==> src/rtl/fp_accum_ctrl.sv <==
// Accumulator controller wrapped around an external combinational FP adder.
// It streams samples in, feeds the running sum back to the adder, and presents the total on a handshake.
module fp_accum_ctrl #(
   parameter int unsigned CW     = 8,
   parameter int unsigned SETTLE = 2
) (
   input  logic          clk,
   input  logic          rst,
   input  logic          start,
   input  logic [CW-1:0] len,
   input  logic          in_valid,
   input  logic [31:0]   in_data,
   output logic          in_ready,
   output logic [31:0]   add_op1,
   output logic [31:0]   add_op2,
   input  logic [31:0]   add_result,
   output logic          out_valid,
   input  logic          out_ready,
   output logic [31:0]   acc_out,
   output logic [CW-1:0] acc_count,
   output logic          acc_overflow,
   output logic          busy
);

   localparam int unsigned SW = 4;

   typedef enum logic [1:0] {
      S_IDLE,
      S_ACCEPT,
      S_WAIT,
      S_DONE
   } state_t;

   state_t        state, state_nxt;
   logic [CW-1:0] len_q, len_nxt;
   logic [SW-1:0] settle_cnt, settle_nxt;
   logic [31:0]   acc_nxt, op1_nxt, op2_nxt;
   logic [CW-1:0] cnt_nxt, cnt_inc;
   logic          ovf_nxt;
   logic          bypass;

   assign cnt_inc = acc_count + CW'(1);

   // Next-state and datapath update
   always_comb begin
      state_nxt  = state;
      len_nxt    = len_q;
      settle_nxt = settle_cnt;
      acc_nxt    = acc_out;
      cnt_nxt    = acc_count;
      ovf_nxt    = acc_overflow;
      op1_nxt    = add_op1;
      op2_nxt    = add_op2;
      bypass     = 1'b0;

      case (state)
         S_IDLE: begin
            if (start) begin
               len_nxt   = len;
               acc_nxt   = 32'h0;
               cnt_nxt   = '0;
               ovf_nxt   = 1'b0;
               state_nxt = (len == '0) ? S_DONE : S_ACCEPT;
            end
         end

         S_ACCEPT: begin
            if (in_valid) begin
               if (in_data[30:0] == 31'h0) begin
                  bypass  = 1'b1;
                  cnt_nxt = cnt_inc;
               end else if (in_data[30:23] == 8'hFF) begin
                  bypass  = 1'b1;
                  ovf_nxt = 1'b1;
                  cnt_nxt = cnt_inc;
               end else if (acc_out[30:0] == 31'h0) begin
                  bypass  = 1'b1;
                  acc_nxt = in_data;
                  cnt_nxt = cnt_inc;
               end else begin
                  op1_nxt    = in_data;
                  op2_nxt    = acc_out;
                  settle_nxt = SW'(SETTLE - 1);
                  state_nxt  = S_WAIT;
               end
               if (bypass) begin
                  state_nxt = (cnt_nxt == len_q) ? S_DONE : S_ACCEPT;
               end
            end
         end

         // Operands stay stable until the adder output has settled
         S_WAIT: begin
            if (settle_cnt != '0) begin
               settle_nxt = settle_cnt - SW'(1);
            end else begin
               acc_nxt = (add_result[30:0] == 31'h0) ? 32'h0 : add_result;
               if (add_result[30:23] == 8'hFF) begin
                  ovf_nxt = 1'b1;
               end
               cnt_nxt   = cnt_inc;
               state_nxt = (cnt_inc == len_q) ? S_DONE : S_ACCEPT;
            end
         end

         S_DONE: begin
            if (out_ready) begin
               state_nxt = S_IDLE;
            end
         end

         default: state_nxt = S_IDLE;
      endcase
   end

   // State and registered outputs; handshake flags decode the next state
   always_ff @(posedge clk or posedge rst) begin
      if (rst) begin
         state        <= S_IDLE;
         len_q        <= '0;
         settle_cnt   <= '0;
         acc_out      <= 32'h0;
         acc_count    <= '0;
         acc_overflow <= 1'b0;
         add_op1      <= 32'h0;
         add_op2      <= 32'h0;
         in_ready     <= 1'b0;
         out_valid    <= 1'b0;
         busy         <= 1'b0;
      end else begin
         state        <= state_nxt;
         len_q        <= len_nxt;
         settle_cnt   <= settle_nxt;
         acc_out      <= acc_nxt;
         acc_count    <= cnt_nxt;
         acc_overflow <= ovf_nxt;
         add_op1      <= op1_nxt;
         add_op2      <= op2_nxt;
         in_ready     <= (state_nxt == S_ACCEPT);
         out_valid    <= (state_nxt == S_DONE);
         busy         <= (state_nxt != S_IDLE);
      end
   end

endmodule

==> config.mk <==
export PLATFORM = sky130hd
export DESIGN_NAME = fp_accum_ctrl
export DESIGN_NICKNAME = d
export VERILOG_FILES = /design/src/rtl/fp_accum_ctrl.sv
export SDC_FILE = /design/constraint.sdc
export NUM_CORES = 1
export LEC_CHECK = 0
export CAP_MARGIN = 20
export CORE_AREA = 5 5 149 151
export DETAILED_ROUTE_END_ITERATION = 6
export DIE_AREA = 0 0 154 156
export GPL_TIMING_DRIVEN = 1
export PLACE_DENSITY = 0.59
export SETUP_SLACK_MARGIN = 0.05
export SYNTH_ARGS = -nofsm -noshare
export SYNTH_HDL_FRONTEND = slang
export SYNTH_SLANG_ARGS = --single-unit
==> constraint.sdc <==
create_clock -name clk -period 4.3 [get_ports clk]
set_input_delay 0.86 -clock clk [delete_from_list [all_inputs] [get_ports clk]]
set_output_delay 0.86 -clock clk [all_outputs]
set_load 0.02 [all_outputs]
======== After elaboration in Yosys (flattened, before gate mapping) ========
Index checks and enable logic that the tools add are counted.
storage, ports and cells
  register bits after elaboration ......... 122
  bits of input ports ..................... 77
  output and inout port bits .............. 108
  logic and storage cells ................. 97
cells by class
  add/subtract/negate cells ............... 2
  equal/unequal tests ..................... 19
  mux-type cells .......................... 47
  bitwise operators ....................... 3
  reductions and logical operators ........ 15
operator list
  operator               count
  $mux W32               7
  $pmux W32 S3           1
  $logic_not A31 Y1      3
  $mux W8                8
  $pmux W8 S3            1
  $mux W2                11
  $mux W4                5
  $ne A2 B2 Y1 const B   10
  $eq A8 B8 Y1           2
  $eq A8 B8 Y1 const B   2
  $reduce_and A7 Y1      2
  $mux W1                11
  $add A8 B1 Y8 const B  1
  $logic_not A8 Y1       1
  $pmux W2 S4            1
  $pmux W4 S2            1
  $eq A2 B2 Y1 const B   3
  $reduce_and A6 Y1      1
  $reduce_and A5 Y1      1
  $eq A2 B1 Y1 const B   2
  $reduce_and A4 Y1      1
  $reduce_bool A2 Y1     2
  $reduce_bool A4 Y1     1
  $sub A4 B1 Y4 const B  1
  5 further kinds        7

======== Depth between registers and ports, before layout ========
  word-level depth ........................ 12
  mapped depth ............................ 10
  mapped depth without buffers ............ 9

======== Worst setup path before layout ========
Ideal clock, no wire load.
  kind .................................... input port to flip-flop
  start ................................... input port in_data[0]
  end ..................................... register add_op1[20]
  library setup time ...................... 125 ps
  data arrival time ....................... 2287 ps
  data required time ...................... 4175 ps
  setup slack ............................. 1888 ps
  stages on the path ...................... 7
  path buffers ............................ 2
  path through ............................ nor4_1 nand4_1 o22ai_2 or3_1 buf_2 buf_2 mux2_2
on the way
  cells in the longest elaborated chain, start to end .. 3
RTL lines
  element                      line  RTL
  start: declaration           12    input logic [31:0] in_data,
  $logic_not A31 Y1            69    if (in_data[30:0] == 31'h0) begin
  $not A1 Y1 (no line)         n/a
  $reduce_and A5 Y1 (no line)  n/a
  end signal: assignment       137   add_op1 <= op1_nxt;
  end: declaration             14    output logic [31:0] add_op1,
Every way passes these cells.
A chain may end at the register's enable or synchronous reset.

======== Final worst setup path ========
  start ................................... register acc_out[28]
  end ..................................... register acc_out[19]
on the way
  cells in the longest elaborated chain, start to end .. 3
RTL lines
  element                      line  RTL
  start: declaration           19    output logic [31:0] acc_out,
  start signal: assignment     134   acc_out <= acc_nxt;
  $logic_not A31 Y1            76    end else if (acc_out[30:0] == 31'h0) begin
  $ne A2 B2 Y1 (no line)       n/a
  $reduce_and A7 Y1 (no line)  n/a
Every way passes these cells.

==> results.tsv <==
stage	metric	value	unit
place	DP HPWL	15.6	mm
timing	pins over their slew limit	0	
worst_setup_path	reg-to-reg startpoint	acc_out[28]	
timing	Final Hold Vio Count	0	
floorplan	full die area	0.0240	mm^2
cts	clock slew at reported path FFs	0.06	ns
final_layout	share of cells above drive strength 1	13.0	%
floorplan	starting density of the core	29.4	%
synthesis	commonest cells in the netlist	dfrtp_1 (122), o21ai_0 (84), nand2_1 (57), inv_1 (45), mux2_2 (41)	
drt	total number of vias	5355	
place	IO buf count	184	
worst_setup_path	slowest stage cell on the critical path	nor4_1	
worst_hold_path	Hold Crit Depth	2	
floorplan	Die Ht	156	um
cts	Inserted Clock Buffers	17	
drt	DRT antenna net count	0	
worst_setup_path	CP Launch Type	flop	
synthesis	Main synth FF type	dfrtp_1	
cts	CTS Buffer Depth	2	
worst_setup_path	Required @ worst endpoint	4.63	ns
synthesis	Synth area leaders	dfrtp_1 (50%), mux2_2 (7.6%), o21ai_0 (6.9%)	
timing	fin crit share	82.8	%
synthesis	Post-synth EDFFs	0	
cts	CTS tree	done	
worst_hold_path	endpoint of the worst hold-timing path	add_op2[0]	
worst_setup_path	Worst setup EP type	flop	
cts	post-CTS resize count	0	
drt	Avg Vias per Cell	4.99	
global_routing	first-pass GRT wire length	32.5	mm
global_routing	vias in the first global route	5586	
synthesis	Cells after Synth	608	
timing	setup TNS	0	ns
timing	RSZ-0062 raised after global routing	false	
worst_setup_path	CP Max Fanout	33	
worst_setup_path	crit path from	acc_out[28]	
timing	Final min period	3.56	ns
outcome	outcome	completed	
power	Leakage	3.60	nW
synthesis	Ys Warns	0	
floorplan	Cell Rows	53	
worst_hold_path	Worst Hold Class	reg -> reg	
timing	clock skew	0.0145	ns
final_layout	Fill cells	2038	
timing	Least-Margin Pin Slew	0.863	ns
final_layout	Area growth syn-to-layout	45.7	%
cts	clk sinks	122	
worst_setup_path	FF-to-FF End	acc_out[19]	
worst_setup_path	Reg2Reg Depth	8	
worst_hold_path	Hold Crit Start	add_op2[0]	
timing	Fmax	281	MHz
synthesis	register area share after synthesis	50.2	%
final_layout	Antenna Cells	0	
worst_setup_path	reg-to-reg slack, setup	0.74	ns
worst_setup_path	CP Class	reg -> reg	
worst_setup_path	Crit path arrival time	3.89	ns
floorplan	core area	0.0207	mm^2
drt	WL/cell	19.3	um
synthesis	largest area contributor in the netlist	dfrtp_1	
synthesis	post-synthesis cell type count	59	
cts	H-tree depth	4	
timing	final setup vio count	0	
worst_setup_path	crit-path cells	nor4_1, nand4_1, nor2_4, nand2_1, a21oi_4, buf_4, nand3_1, o21ai_0	
global_routing	grt total ovfl	0	
cts	root buf cell	clkbuf_16	
global_routing	initial antenna violation count	0	
synthesis	Synthesized Nets	694	
global_routing	GRT Overall Usage	17.3	%
floorplan	I/O pin cnt	185	
drt	DR pass1 iterations	4	
synthesis	count of state elements after synthesis	122	
cts	CTS Hold Bufs	0	
final_layout	register area	0.00305	mm^2
cts	clk_lat worst skew	0.42	ns
final_layout	Nets	871	
drt	WL final	20.8	mm
cts	postcts setup bufs	0	
final_layout	multi-input combinational cell area	0.00271	mm^2
synthesis	FFs w/ async S/R, synth	100	%
drt	DR iter-0 viols	293	
place	GPL Wtd Cong	0.849	
power	PD cells	765	mW/mm^2
synthesis	share of the synthesized area in the top cell type	50.2	%
global_routing	largest net degree at the start of global routing	51	
power	total power	6.79	mW
drt	DRC viols	0	
power	Peak VDD IR	358	uV
worst_setup_path	slowest stage delay, CP	0.77	ns
synthesis	Cell Area, Synth	0.00608	mm^2
timing	Max-Slew Margin vs Limit	42.2	%
floorplan	Die Width	154	um
synthesis	syn avg cell area	10.0	um^2
flow_run	maxcap violations	0	
synthesis	most frequent cell after synthesis	dfrtp_1	
## through the flow
step	utilization, %	hold WS (ns)	instance area [um^2]	setup WS (ns)	cells
after floorplan	-	0.472	6080	0.197	608
after global placement	39.8	0.463	8230	0.746	1041
after detailed placement	39.8	0.469	8230	0.678	1041
after CTS	42.8	0.483	8860	0.913	1073
after global routing	42.8	0.496	8860	0.630	1073
final	42.8	0.477	8860	0.738	1073
## worst max-delay path, delay by kind of cell (launching register included)
| family | cells | cell delay [ns] |
|---|---|---|
| flops | 1 | 0.47 |
| compound gates | 2 | 0.74 |
| buf+inv | 1 | 0.44 |
| simple gates | 5 | 1.79 |
## where the power goes
group / internal (mW) / leakage [nW] / switching [mW]
Sequential: 1.58 / 1.58 / 0.333
Clock: 0.991 / 0.308 / 0.560
Combinational: 1.40 / 1.71 / 1.93
## cell type report
type	instances	area share [%]
Clock inverter	13	2.15
Inverter	45	1.93
Sequential cell	122	34.4
Tap cell	275	3.88
Timing Repair Buffer	196	22.1
Clock buffer	19	5.00
Multi-Input combinational cell	403	30.5
## metal layers
metal	global-route usage [%]	wire length (um)
met5	0	0
met4	6.14	499
met3	4.19	1170
met2	27.3	9670
met1	23.2	9410
## registers in the layout, indices dropped and copies added (netlist names)
signal	cells
acc_out	32
add_op1	32
add_op2	32
acc_count	8
len_q	8
settle_cnt	4
state	2
acc_overflow	1
busy	1
in_ready	1
out_valid	1
## cells in the final DEF (no fill, tap or decap), drive strengths merged, types with 4 or more instances in the layout
master and n:
a21oi 13, a22o 33, a31oi 6, buf 12
bufinv 4, clkbuf 19, clkdlybuf4s50 184, clkinv 5
dfrtp 122, ha 9, inv 48, mux2 42
nand2 58, nand3 35, nand4 10, nor2 17
nor2b 5, nor3 10, nor4 24, o21ai 86
o22ai 4, xnor2 7
## cell families (layout without fill, tap and decap cells)
kind of cell / Yosys count / after routing / share of synthesized area, %
flip-flops: 122 / 122 / 50.2
XOR/XNOR: 11 / 11 / 1.93
AND/OR/NAND/NOR: 171 / 171 / 14.3
multiplexers: 43 / 43 / 8.00
adder cells (fa/ha/maj): 9 / 9 / 1.85
buffers and inverters: 83 / 273 / 5.61
AO/OA/AOI/OAI: 169 / 169 / 18.1
## worst max-delay path by stage
| stage | end | cells past startpoint | slack [ns] |
|---|---|---|---|
| after CTS | acc_out[15] | 8 | 0.91 |
| after global routing | acc_out[16] | 8 | 0.63 |
| after global placement | add_op1[12] | 7 | 0.75 |
| after detailed placement | add_op1[11] | 7 | 0.68 |
| after floorplan | acc_count[0] | 1 | 0.20 |
| final | acc_out[19] | 8 | 0.74 |
Note: power is estimated with default switching activity, not from simulation.
